### config.mk
export PLATFORM = sky130hd
export DESIGN_NAME = vga_timing_gen
export DESIGN_NICKNAME = d
export VERILOG_FILES = /design/src/rtl/vga_timing_gen.sv
export SDC_FILE = /design/constraint.sdc
export NUM_CORES = 1
export LEC_CHECK = 0
export ABC_AREA = 0
export CAP_MARGIN = 10
export CORE_MARGIN = 2
export CORE_UTILIZATION = 55
export CTS_CLUSTER_DIAMETER = 200
export CTS_CLUSTER_SIZE = 40
export DETAILED_ROUTE_END_ITERATION = 8
export PLACE_DENSITY_LB_ADDON = 0.2
export SYNTH_ARGS = -nofsm -noshare
export SYNTH_HDL_FRONTEND = slang
export SYNTH_SLANG_ARGS = --single-unit
### constraint.sdc
create_clock -name vga_clk -period 4.6 [get_ports vga_clk]
set_clock_uncertainty 0.1 [all_clocks]
set_input_delay 0.92 -clock vga_clk [delete_from_list [all_inputs] [get_ports vga_clk]]
set_output_delay 0.92 -clock vga_clk [all_outputs]
set_load 0.02 [all_outputs]
### src/rtl/vga_timing_gen.sv
// ---------------------------------------------------------------------------
// vga_timing_gen
//
// Pixel-timing generator for the 640x480 @ 60 Hz display path. Two
// free-running counters (hc: pixel within line, vc: line within frame)
// provide the current draw position. The sync, blank and frame_end outputs
// are registered from the counters' next-state values, so each one lines up
// with the DrawX/DrawY it describes and cannot glitch.
//
// Optional feature (compile-time macro VGA_SYNC_DELAY_EN):
//   When defined, hs, vs and blank pass through an extra 2-stage register
//   pipeline. This aligns them with pixel colour from a mapper that has a
//   1-cycle ROM read plus a 1-cycle output register. DrawX, DrawY and
//   frame_end are not delayed. In this mode the pipelined reset values are
//   hs = 1, vs = 1, blank = 0.
//   When undefined, every output is coincident with DrawX/DrawY.
//
// Ports:
//   vga_clk   in   25 MHz pixel clock; the only clock
//   reset     in   asynchronous, active-high reset
//   DrawX     out  [9:0] current horizontal pixel count
//   DrawY     out  [9:0] current line count
//   hs        out  horizontal sync, active-low
//   vs        out  vertical sync, active-low
//   blank     out  1 = active video, 0 = blanking
//   sync      out  composite sync, tied to 0
//   frame_end out  one-cycle pulse on the last clock of each frame
// ---------------------------------------------------------------------------
module vga_timing_gen #(
  parameter int unsigned H_VISIBLE = 640,
  parameter int unsigned H_FRONT   = 16,
  parameter int unsigned H_SYNC    = 96,
  parameter int unsigned H_BACK    = 48,
  parameter int unsigned V_VISIBLE = 480,
  parameter int unsigned V_FRONT   = 10,
  parameter int unsigned V_SYNC    = 2,
  parameter int unsigned V_BACK    = 33
) (
  input  logic       vga_clk,
  input  logic       reset,
  output logic [9:0] DrawX,
  output logic [9:0] DrawY,
  output logic       hs,
  output logic       vs,
  output logic       blank,
  output logic       sync,
  output logic       frame_end
);

  localparam int unsigned H_TOTAL = H_VISIBLE + H_FRONT + H_SYNC + H_BACK;
  localparam int unsigned V_TOTAL = V_VISIBLE + V_FRONT + V_SYNC + V_BACK;

  // Both totals must fit the 10-bit counters.
  if (H_TOTAL > 1024 || V_TOTAL > 1024) begin : g_total_check
    $error("vga_timing_gen: H_TOTAL and V_TOTAL must both be <= 1024");
  end

  // Region boundaries widened to 11 bits so an end bound of 1024 stays exact.
  localparam logic [9:0]  H_LAST   = 10'(H_TOTAL - 1);
  localparam logic [9:0]  V_LAST   = 10'(V_TOTAL - 1);
  localparam logic [10:0] H_VIS    = 11'(H_VISIBLE);
  localparam logic [10:0] V_VIS    = 11'(V_VISIBLE);
  localparam logic [10:0] HS_START = 11'(H_VISIBLE + H_FRONT);
  localparam logic [10:0] HS_END   = 11'(H_VISIBLE + H_FRONT + H_SYNC);
  localparam logic [10:0] VS_START = 11'(V_VISIBLE + V_FRONT);
  localparam logic [10:0] VS_END   = 11'(V_VISIBLE + V_FRONT + V_SYNC);

  logic [9:0]  r_hc;
  logic [9:0]  r_vc;
  logic        r_hs;
  logic        r_vs;
  logic        r_blank;
  logic        r_frame_end;

  logic        w_h_last;
  logic        w_v_last;
  logic [9:0]  w_hc_nxt;
  logic [9:0]  w_vc_nxt;
  logic [10:0] w_hc_nxt_ext;
  logic [10:0] w_vc_nxt_ext;
  logic        w_hs_nxt;
  logic        w_vs_nxt;
  logic        w_blank_nxt;
  logic        w_frame_end_nxt;

  // -------------------------------------------------------------------------
  // Next-state counter values
  // -------------------------------------------------------------------------
  always_comb begin
    w_h_last = (r_hc == H_LAST);
    w_v_last = (r_vc == V_LAST);
    w_hc_nxt = r_hc + 10'd1;
    w_vc_nxt = r_vc;
    if (w_h_last) begin
      w_hc_nxt = '0;
      w_vc_nxt = w_v_last ? '0 : (r_vc + 10'd1);
    end
  end

  // -------------------------------------------------------------------------
  // Output decode from next-state counters. Registering these makes each
  // output describe the same pixel as the counters after the same edge.
  // -------------------------------------------------------------------------
  always_comb begin
    w_hc_nxt_ext    = {1'b0, w_hc_nxt};
    w_vc_nxt_ext    = {1'b0, w_vc_nxt};
    w_hs_nxt        = !((w_hc_nxt_ext >= HS_START) && (w_hc_nxt_ext < HS_END));
    w_vs_nxt        = !((w_vc_nxt_ext >= VS_START) && (w_vc_nxt_ext < VS_END));
    w_blank_nxt     = (w_hc_nxt_ext < H_VIS) && (w_vc_nxt_ext < V_VIS);
    w_frame_end_nxt = (w_hc_nxt == H_LAST) && (w_vc_nxt == V_LAST);
  end

  // -------------------------------------------------------------------------
  // Counter and registered-output state
  // -------------------------------------------------------------------------
  always_ff @(posedge vga_clk or posedge reset) begin
    if (reset) begin
      r_hc        <= '0;
      r_vc        <= '0;
      r_hs        <= 1'b1;
      r_vs        <= 1'b1;
      r_blank     <= 1'b1;   // pixel (0,0) is visible
      r_frame_end <= 1'b0;
    end else begin
      r_hc        <= w_hc_nxt;
      r_vc        <= w_vc_nxt;
      r_hs        <= w_hs_nxt;
      r_vs        <= w_vs_nxt;
      r_blank     <= w_blank_nxt;
      r_frame_end <= w_frame_end_nxt;
    end
  end

  assign DrawX     = r_hc;
  assign DrawY     = r_vc;
  assign frame_end = r_frame_end;
  assign sync      = 1'b0;

`ifdef VGA_SYNC_DELAY_EN
  // Two-stage delay matching a mapper's ROM read plus its output register.
  // Bit [1] is the stage seen by the pins.
  logic [1:0] r_hs_dly;
  logic [1:0] r_vs_dly;
  logic [1:0] r_blank_dly;

  always_ff @(posedge vga_clk or posedge reset) begin
    if (reset) begin
      r_hs_dly    <= '1;
      r_vs_dly    <= '1;
      r_blank_dly <= '0;
    end else begin
      r_hs_dly    <= {r_hs_dly[0],    r_hs};
      r_vs_dly    <= {r_vs_dly[0],    r_vs};
      r_blank_dly <= {r_blank_dly[0], r_blank};
    end
  end

  assign hs    = r_hs_dly[1];
  assign vs    = r_vs_dly[1];
  assign blank = r_blank_dly[1];
`else
  assign hs    = r_hs;
  assign vs    = r_vs;
  assign blank = r_blank;
`endif

endmodule
Yosys cells after proc, flatten, opt, wreduce, memory -nomap -nowiden
Cells that the tools add are included.
{"block": "op_classes", "n_addsub": 2, "magnitude_cmp": 6, "n_eq_ne": 4, "n_mux": 3, "n_reduce_logical": 6}
{"op": "$eq A10 B10 Y1 const B", "n": 4}
{"op": "$mux W10", "n": 3}
{"op": "$add A10 B1 Y10 const B", "n": 2}
{"op": "$lt A10 B10 Y1 const B", "n": 2}
{"op": "$lt A10 B9 Y1 const B", "n": 2}
{"op": "$ge A10 B10 Y1 const B", "n": 1}
{"op": "$ge A10 B9 Y1 const B", "n": 1}
{"op": "$logic_and A1 B1 Y1", "n": 4}
{"op": "$logic_not A1 Y1", "n": 2}
{"block": "totals", "regBits": 24, "inputBits": 2, "output_inout_bits": 25, "elab_cells": 27}

Longest topological paths before layout
Gate-level depths: netlist of the first run.
{"block": "logic_depth", "depth_word": 6, "depth_mapped": 8, "depth_no_buf": 7}

Least setup slack after synthesis of the first run
No wires, ideal clock.
{"block": "synth_timing", "path_type": "register -> register", "startpoint": "register r_hc[0], in the netlist DrawX[0]", "endpoint": "register r_frame_end, in the netlist frame_end", "setup_ps": 101, "t_arrival_ps": 2048, "required_time_ps": 4399, "path_slack_ps": 2351, "stages_incl_launch_ff": 8, "path_buffers": 1, "period_less_slack_ps": 2249, "cell_sequence": "dfrtp_1 -> ha_1 -> and4_1 -> buf_2 -> nand3_2 -> o41ai_1 -> a22oi_1 -> nor4_1"}
{"block": "synth_between", "elab_chain_len": 4, "word_cells_on_any_way": 7, "cone_classes": "add/sub (1); eq/ne (3); mux (2); reduce/logical (1)"}
{"item": "start: declaration", "line": "68", "rtl": "logic [9:0] r_hc;"}
{"item": "start signal: assignment", "line": "125", "rtl": "r_hc <= w_hc_nxt;"}
{"item": "$add A10 B1 Y10 / $eq A10 B10 Y1 (equally long branches)", "line": "92, 90"}
{"item": "$mux W10", "line": "94", "rtl": "if (w_h_last) begin"}
{"item": "$eq A10 B10 Y1", "line": "110", "rtl": "w_frame_end_nxt = (w_hc_nxt == H_LAST) && (w_vc_nxt == V_LAST);"}
{"item": "$logic_and A1 B1 Y1 *", "line": "110"}
{"item": "named net w_frame_end_nxt", "line": "84", "rtl": "logic w_frame_end_nxt;"}
{"item": "end signal: assignment", "line": "130", "rtl": "r_frame_end <= w_frame_end_nxt;"}
{"item": "end: declaration", "line": "73", "rtl": "logic r_frame_end;"}
Mark *: on every way through the listed nets, which the timed path passes. The rest lies on a longest branch.

Worst setup path in the final report of the first run
Ends and elaborated chain as after synthesis.

==> flow_summary_export.csv, run 1 <==
group,metric,value,unit
run_status,outcome,"complete, no violations",
timing,final-hold-violation-count,0,
timing,worst_pin_slew,0.9194,ns
grt,grt_pass1_wl,6858,um
yosys,synth-edff-count,0,
timing,setup_viol,0,
floorplanning,core-area,3053,um2
cells_and_area,fin_cells,245,
setup_path,critPathKind,"reg -> reg",
grt,grt_max_degree,25,
setup_path,cp.required,4.69,ns
clock_tree,cts_root_buf,"clkbuf_4",
yosys,synthDistinctLibCells,56,
setup_path,crit_path_end_kind,"flip-flop",
timing,clock.fmax,367.5,MHz
drt,met2_length,1740,um
grt,grt_usage,25.24,%
clock_tree,worstSkewPairLatency,0.32,ns
timing,slew_violations,0,
power,power.internal,260.3,uW
timing,fin_crit,2.721,ns
placed_design,dp_slack,1.973,ns
yosys,synth_nets,194,
clock_tree,cts.clk_slew.worst_paths,0.14,ns
drt,wl_per_cell,16.56,um
setup_path,start_kind,"flip-flop",
floorplanning,dieArea,3672,um2
power,combPwrFrac,1.7,%
setup_path,cp.arrival,2.81,ns
clock_tree,hold_buffers,0,
power,p_leak,0.7536,nW
grt,first_global_vias,1357,
timing,setup_ws,1.879,ns
worst_hold_path,hp-class,"reg -> reg",
yosys,syn_area_per_cell,9.371,um2
power,p_per_area,169.9,nW/um2
drt,finalWirelength,4056,um
floorplanning,die_h,60.60,um
timing,tns,0,ns
clock_tree,cts_resized,0,
power,pwr-share-clk,34.4,%
cells_and_area,area_growth,10.37,%
power,p_sw,70.02,uW
drt,drc,0,
placed_design,place_inst,241,
yosys,async_flop_share,100.0,%
floorplanning,io_pins,27,
drt,via_per_inst,6.037,
yosys,synth_area,1762,um2
clock_tree,htree_levels,1,
grt,antenna_found_initial,0,
clock_tree,cts_buffer_depth,2,
drt,vias,1479,
drt,met1_length,1963,um
cells_and_area,final_nets,208,
placed_design,postPlaceCellArea,1908,um2
floorplanning,fp.dieW,60.60,um
cells_and_area,finalInstanceArea,1944,um2
drt,first_iter_violations,125,
drt,dr.pass1.iters,4,
timing,relSlewSlack,38.64,%
yosys,ys.warnings.count,0,
clock_tree,clock-sinks,24,
placed_design,gp_congestion,0.9046,
cells_and_area,layout-drive-gt1-share,8.458,%
placed_design,dp_hpwl,2939,um
power,p_total,330.3,uW
floorplanning,start_util,57.70,%
clock_tree,tritoncts,"done",
power,switching_share,21.20,%
cells_and_area,fin_util,63.69,%
timing,rsz0062_at_grt,"false",
timing,min_period_over_period,59.15,%
yosys,synth_ff_type,"dfrtp_1",
yosys,ys_seq_area_share,34.30,%
drt,met3RoutedLength,317,um
drt,top_layer,"met4",
clock_tree,cts_setup_buffers,0,
yosys,netlist_instances,188,
floorplanning,rows,20,
yosys,ys_ff_latch,24,
power,seqPwrFrac,63.9,%
cells_and_area,n_antenna_cell,0,
cells_and_area,fillers,271,
setup_path,path_max_fanout,8,
run,maxCapViolCount,0,
grt,overflow,0,
placed_design,port_buffers,25,
clock_tree,cts_buffers,3,
drt,antenna_left,0,
power,vdd_ir_drop_max,0.1491,mV
timing,whs,0.4715,ns
-- worst max-delay path, stage by stage (launching register included) --
cell     delay (ns)
dfrtp_1        0.47
ha_1           0.32
and4_1         0.36
nand3_2        0.25
o41ai_1        0.46
a22oi_1        0.20
nor4_1         0.44
-- cells in the mapped netlist, types with 2 or more instances --
master      n  share of area [%]
dfrtp_1    21                 30
nand2_1    14                3.0
inv_1      13                2.8
o21ai_0    12                3.4
nand3_1     9                2.6
nor2_1      9                1.9
xnor2_1     8                4.0
a21oi_1     7                2.0
buf_6       6                3.8
nor3_1      6                1.7
nand4_1     5                1.8
clkbuf_8    4                3.1
ha_1        4                2.8
nor2b_1     4                1.4
buf_4       3                1.3
dfstp_2     3                4.5
nand4b_1    3                1.5
o221ai_1    3                1.5
o31ai_1     3                1.3
xor2_1      3                1.5
a21o_1      2               0.85
and3_1      2               0.71
buf_2       2               0.57
mux2i_1     2                1.1
nand2b_1    2               0.71
nand3b_1    2               0.85
nand4_4     2                2.4
nor4_1      2               0.71
nor4b_1     2               0.99
o2111ai_1   2               0.99
o41ai_1     2               0.99
or3_1       2               0.71
-- flip-flops by register name, summed over array words and instances (netlist names) --
register and cells:
blank 1, vs 1, DrawY 10, hs 1
frame_end 1, DrawX 10
-- per-layer routing --
metal	GRT usage, %	up-vias
met3	2.772	4
met1	41.15	688
met4	7.764	0
met2	34.56	78
li1	-	709
met5	0	-
-- cells in the final DEF, fill, tap and decap left out, types with 3 or more instances in the layout --
cell type        Yosys  final
nand4b_1             3      3
o21ai_0             12     12
xor2_1               3      3
xnor2_1              8      8
nor2b_1              4      4
nand3_1              9      9
nand2_1             14     14
ha_1                 4      4
nor2_1               9      9
dfstp_2              3      3
nor3_1               6      6
a21oi_1              7      7
o221ai_1             3      3
o31ai_1              3      3
clkbuf_4             0      3
dfrtp_1             21     21
inv_1               13     13
nand4_1              5      5
clkdlybuf4s50_1      0     25
-- cell type report --
cell class	count	area, um2	share of cell area [%]
Inverter	13	48.80	2.510
Clock buffer	4	36.28	1.866
Sequential cell	24	604.3	31.08
Timing Repair Buffer	25	250.2	12.87
Tap cell	44	55.05	2.831
Multi-Input combinational cell	135	949.7	48.84
-- kinds of logic after synthesis --
| family | Yosys count | synth area share [%] |
|---|---|---|
| simple gates | 77 | 29.19 |
| other cells | 1 | 0.2129 |
| fa+ha+maj | 4 | 2.841 |
| xor+xnor | 11 | 5.469 |
| mux | 2 | 1.136 |
| flops | 24 | 34.30 |
| buf+inv | 29 | 11.79 |
| compound gates | 40 | 15.06 |
-- power groups by stage --
stage / registers (mW) / logic [mW] / clock network [mW]
after floorplan: 0.215 / 0.00448 / 0
after global placement: 0.215 / 0.00583 / 0
after detailed placement: 0.215 / 0.00593 / 0
after CTS: 0.211 / 0.00593 / 0.113
after global routing: 0.211 / 0.00662 / 0.121
final: 0.211 / 0.00562 / 0.114
-- path summary, 6_finish.rpt --
| kind | start | endpoint | slack [ns] | cells after the start |
|---|---|---|---|---|
| worst max-delay path | DrawX[0] | frame_end | 1.88 | 6 |
| worst min register to register | DrawX[0] | DrawX[0] | 0.47 | 1 |
| worst max register to register | DrawX[0] | frame_end | 1.88 | 6 |
| max in group asynchronous | reset | DrawY[1] | 2.85 | 2 |
| min in group asynchronous | reset | DrawX[5] | 0.99 | 2 |
| worst min-delay path | DrawX[0] | DrawX[0] | 0.47 | 1 |
Power figures use the tool's default switching activity.
==> inputs of run 2 (changes only) <==
--- a/config.mk
+++ b/config.mk
@@ -8,7 +8,7 @@
 export ABC_AREA = 0
 export CAP_MARGIN = 10
 export CORE_MARGIN = 2
-export CORE_UTILIZATION = 55
+export CORE_UTILIZATION = 49
 export CTS_CLUSTER_DIAMETER = 200
 export CTS_CLUSTER_SIZE = 40
 export DETAILED_ROUTE_END_ITERATION = 8
==> constraint.sdc (replaced) <==
create_clock -name vga_clk -period 2.4 [get_ports vga_clk]
set_clock_uncertainty 0.1 [all_clocks]
set_input_delay 0.48 -clock vga_clk [delete_from_list [all_inputs] [get_ports vga_clk]]
set_output_delay 0.48 -clock vga_clk [all_outputs]
set_load 0.02 [all_outputs]
==> flow_summary_export.csv, run 2 (synthesis results as in run 1) <==
group,metric,value,unit
run_status,outcome,"complete, no violations",
power,seqPwrFrac,62.7,%
power,combPwrFrac,1.9,%
floorplanning,start_util,51.97,%
setup_path,cp_slowest_cell,"clkdlybuf4s50_1",
drt,wl_per_cell,15.92,um
cells_and_area,final_nets,221,
floorplanning,fp.dieW,63.96,um
placed_design,dp_slack,0.04379,ns
placed_design,port_buffers,25,
grt,antenna_found_initial,0,
worst_hold_path,hp-class,"in -> async",
grt,grt_usage,21.37,%
power,switching_share,22.45,%
clock_tree,cts_buffers,3,
timing,whs,0.3719,ns
clock_tree,cts_setup_buffers,0,
clock_tree,clock-sinks,24,
timing,min_period_over_period,95.73,%
grt,grt.met1_usage,32.69,%
floorplanning,io_pins,27,
clock_tree,tritoncts,"done",
grt,first_global_vias,1476,
setup_path,cp.arrival,1.72,ns
timing,setup_viol,0,
power,p_sw,144.9,uW
power,p_per_area,312.7,nW/um2
clock_tree,worstSkewPairLatency,0.33,ns
setup_path,crit_path_end_kind,"output port",
drt,antenna_left,0,
timing,final-hold-violation-count,0,
timing,rsz0062_at_grt,"false",
placed_design,dp_hpwl,2993,um
timing,fin_crit,2.298,ns
power,p_leak,0.8188,nW
drt,dr.pass1.iters,4,
setup_path,start_kind,"flip-flop",
run,maxCapViolCount,0,
clock_tree,htree_levels,1,
timing,slew_violations,0,
drt,drc,0,
setup_path,critPathKind,"reg -> out",
power,power.internal,500.4,uW
grt,overflow,0,
cells_and_area,final_common_cell,"clkdlybuf4s50_1",
cells_and_area,area_growth,17.12,%
cells_and_area,n_antenna_cell,0,
cells_and_area,final_cell_mix,"clkdlybuf4s50_1, dfrtp_1, nand2_1",
setup_path,crit_chain,"buf_4, clkdlybuf4s50_1",
grt,grt_busiest_layer,"met1",
clock_tree,cts_root_buf,"clkbuf_4",
clock_tree,cts_resized,0,
drt,first_iter_violations,89,
timing,setup_ws,0.1024,ns
power,vdd_ir_drop_max,0.2423,mV
floorplanning,die_h,63.96,um
setup_path,worstRegToRegCells,5,
grt,grt_pass1_wl,6962,um
grt,grtUsageMet2,30.47,%
clock_tree,hold_buffers,0,
cells_and_area,layout-drive-gt1-share,16.82,%
grt,met3_usage,3.169,%
setup_path,cp.required,1.82,ns
drt,via_per_inst,5.946,
power,pwr-share-clk,35.4,%
timing,clock.fmax,435.2,MHz
setup_path,max_stage_delay,0.60,ns
floorplanning,dieArea,4091,um2
setup_path,path_max_fanout,7,
floorplanning,core-area,3390,um2
clock_tree,cts.clk_slew.worst_paths,0.14,ns
grt,grt_max_degree,25,
placed_design,gp_congestion,0.9423,
drt,finalWirelength,4139,um
clock_tree,cts_buffer_depth,2,
floorplanning,rows,21,
drt,vias,1546,
cells_and_area,fin_util,60.87,%
timing,tns,0,ns
## run 2: cell types whose count changed in the layout (fill, tap and decap cells not counted), sizes merged
cell	delta
buf	+13
## run 2: worst paths after layout
path | from | end | slack, ns
setup / recovery | DrawY[4] | DrawY[4] | 0.10
setup reg to reg | DrawX[5] | frame_end | 0.11
max in group asynchronous | reset | vs | 1.54
hold / removal | reset | DrawY[3] | 0.37
min in group vga_clk | DrawX[0] | DrawX[0] | 0.51
hold reg to reg | DrawX[0] | DrawX[0] | 0.51
## run 2: cell type report
| type | count | area (um2) |
|---|---|---|
| multi-input cells | 135 | 967.2 |
| fillers | 272 | 1326 |
| repair buffers | 38 | 347.8 |
| inverters | 13 | 48.80 |
| clock buffers | 4 | 36.28 |
| flip-flops and latches | 24 | 605.6 |
| well taps | 46 | 57.56 |
## run 2: layer usage
metal,vias to the layer above,routed length (um)
met5,-,0
met4,0,76
met3,8,260
met2,60,1848
met1,740,1953
li1,738,-
## run 2: worst max-delay path: cells and delay by family (launching register included)
family	cells	cell delay, ns
DFF	1	0.58
buffers and inverters	2	0.81
## run 2: stage by stage
step	total power, mW	std cells	area, um2
floorplan	0.4207	188	1762
global route	0.6697	260	2063
detailed placement	0.4248	256	2008
CTS	0.6509	260	2044
global placement	0.4244	256	2008
finish	0.6453	260	2063
## run 2: power groups by stage
| stage | Sequential, mW | Clock, mW | Combinational (mW) |
|---|---|---|---|
| 3_3_place_gp | 0.412 | 0 | 0.0123 |
| 2_1_floorplan | 0.412 | 0 | 0.00858 |
| 3_5_place_dp | 0.412 | 0 | 0.0128 |
| 4_1_cts | 0.405 | 0.233 | 0.0128 |
| 5_1_grt | 0.405 | 0.251 | 0.0142 |
| 6_report | 0.405 | 0.229 | 0.0119 |
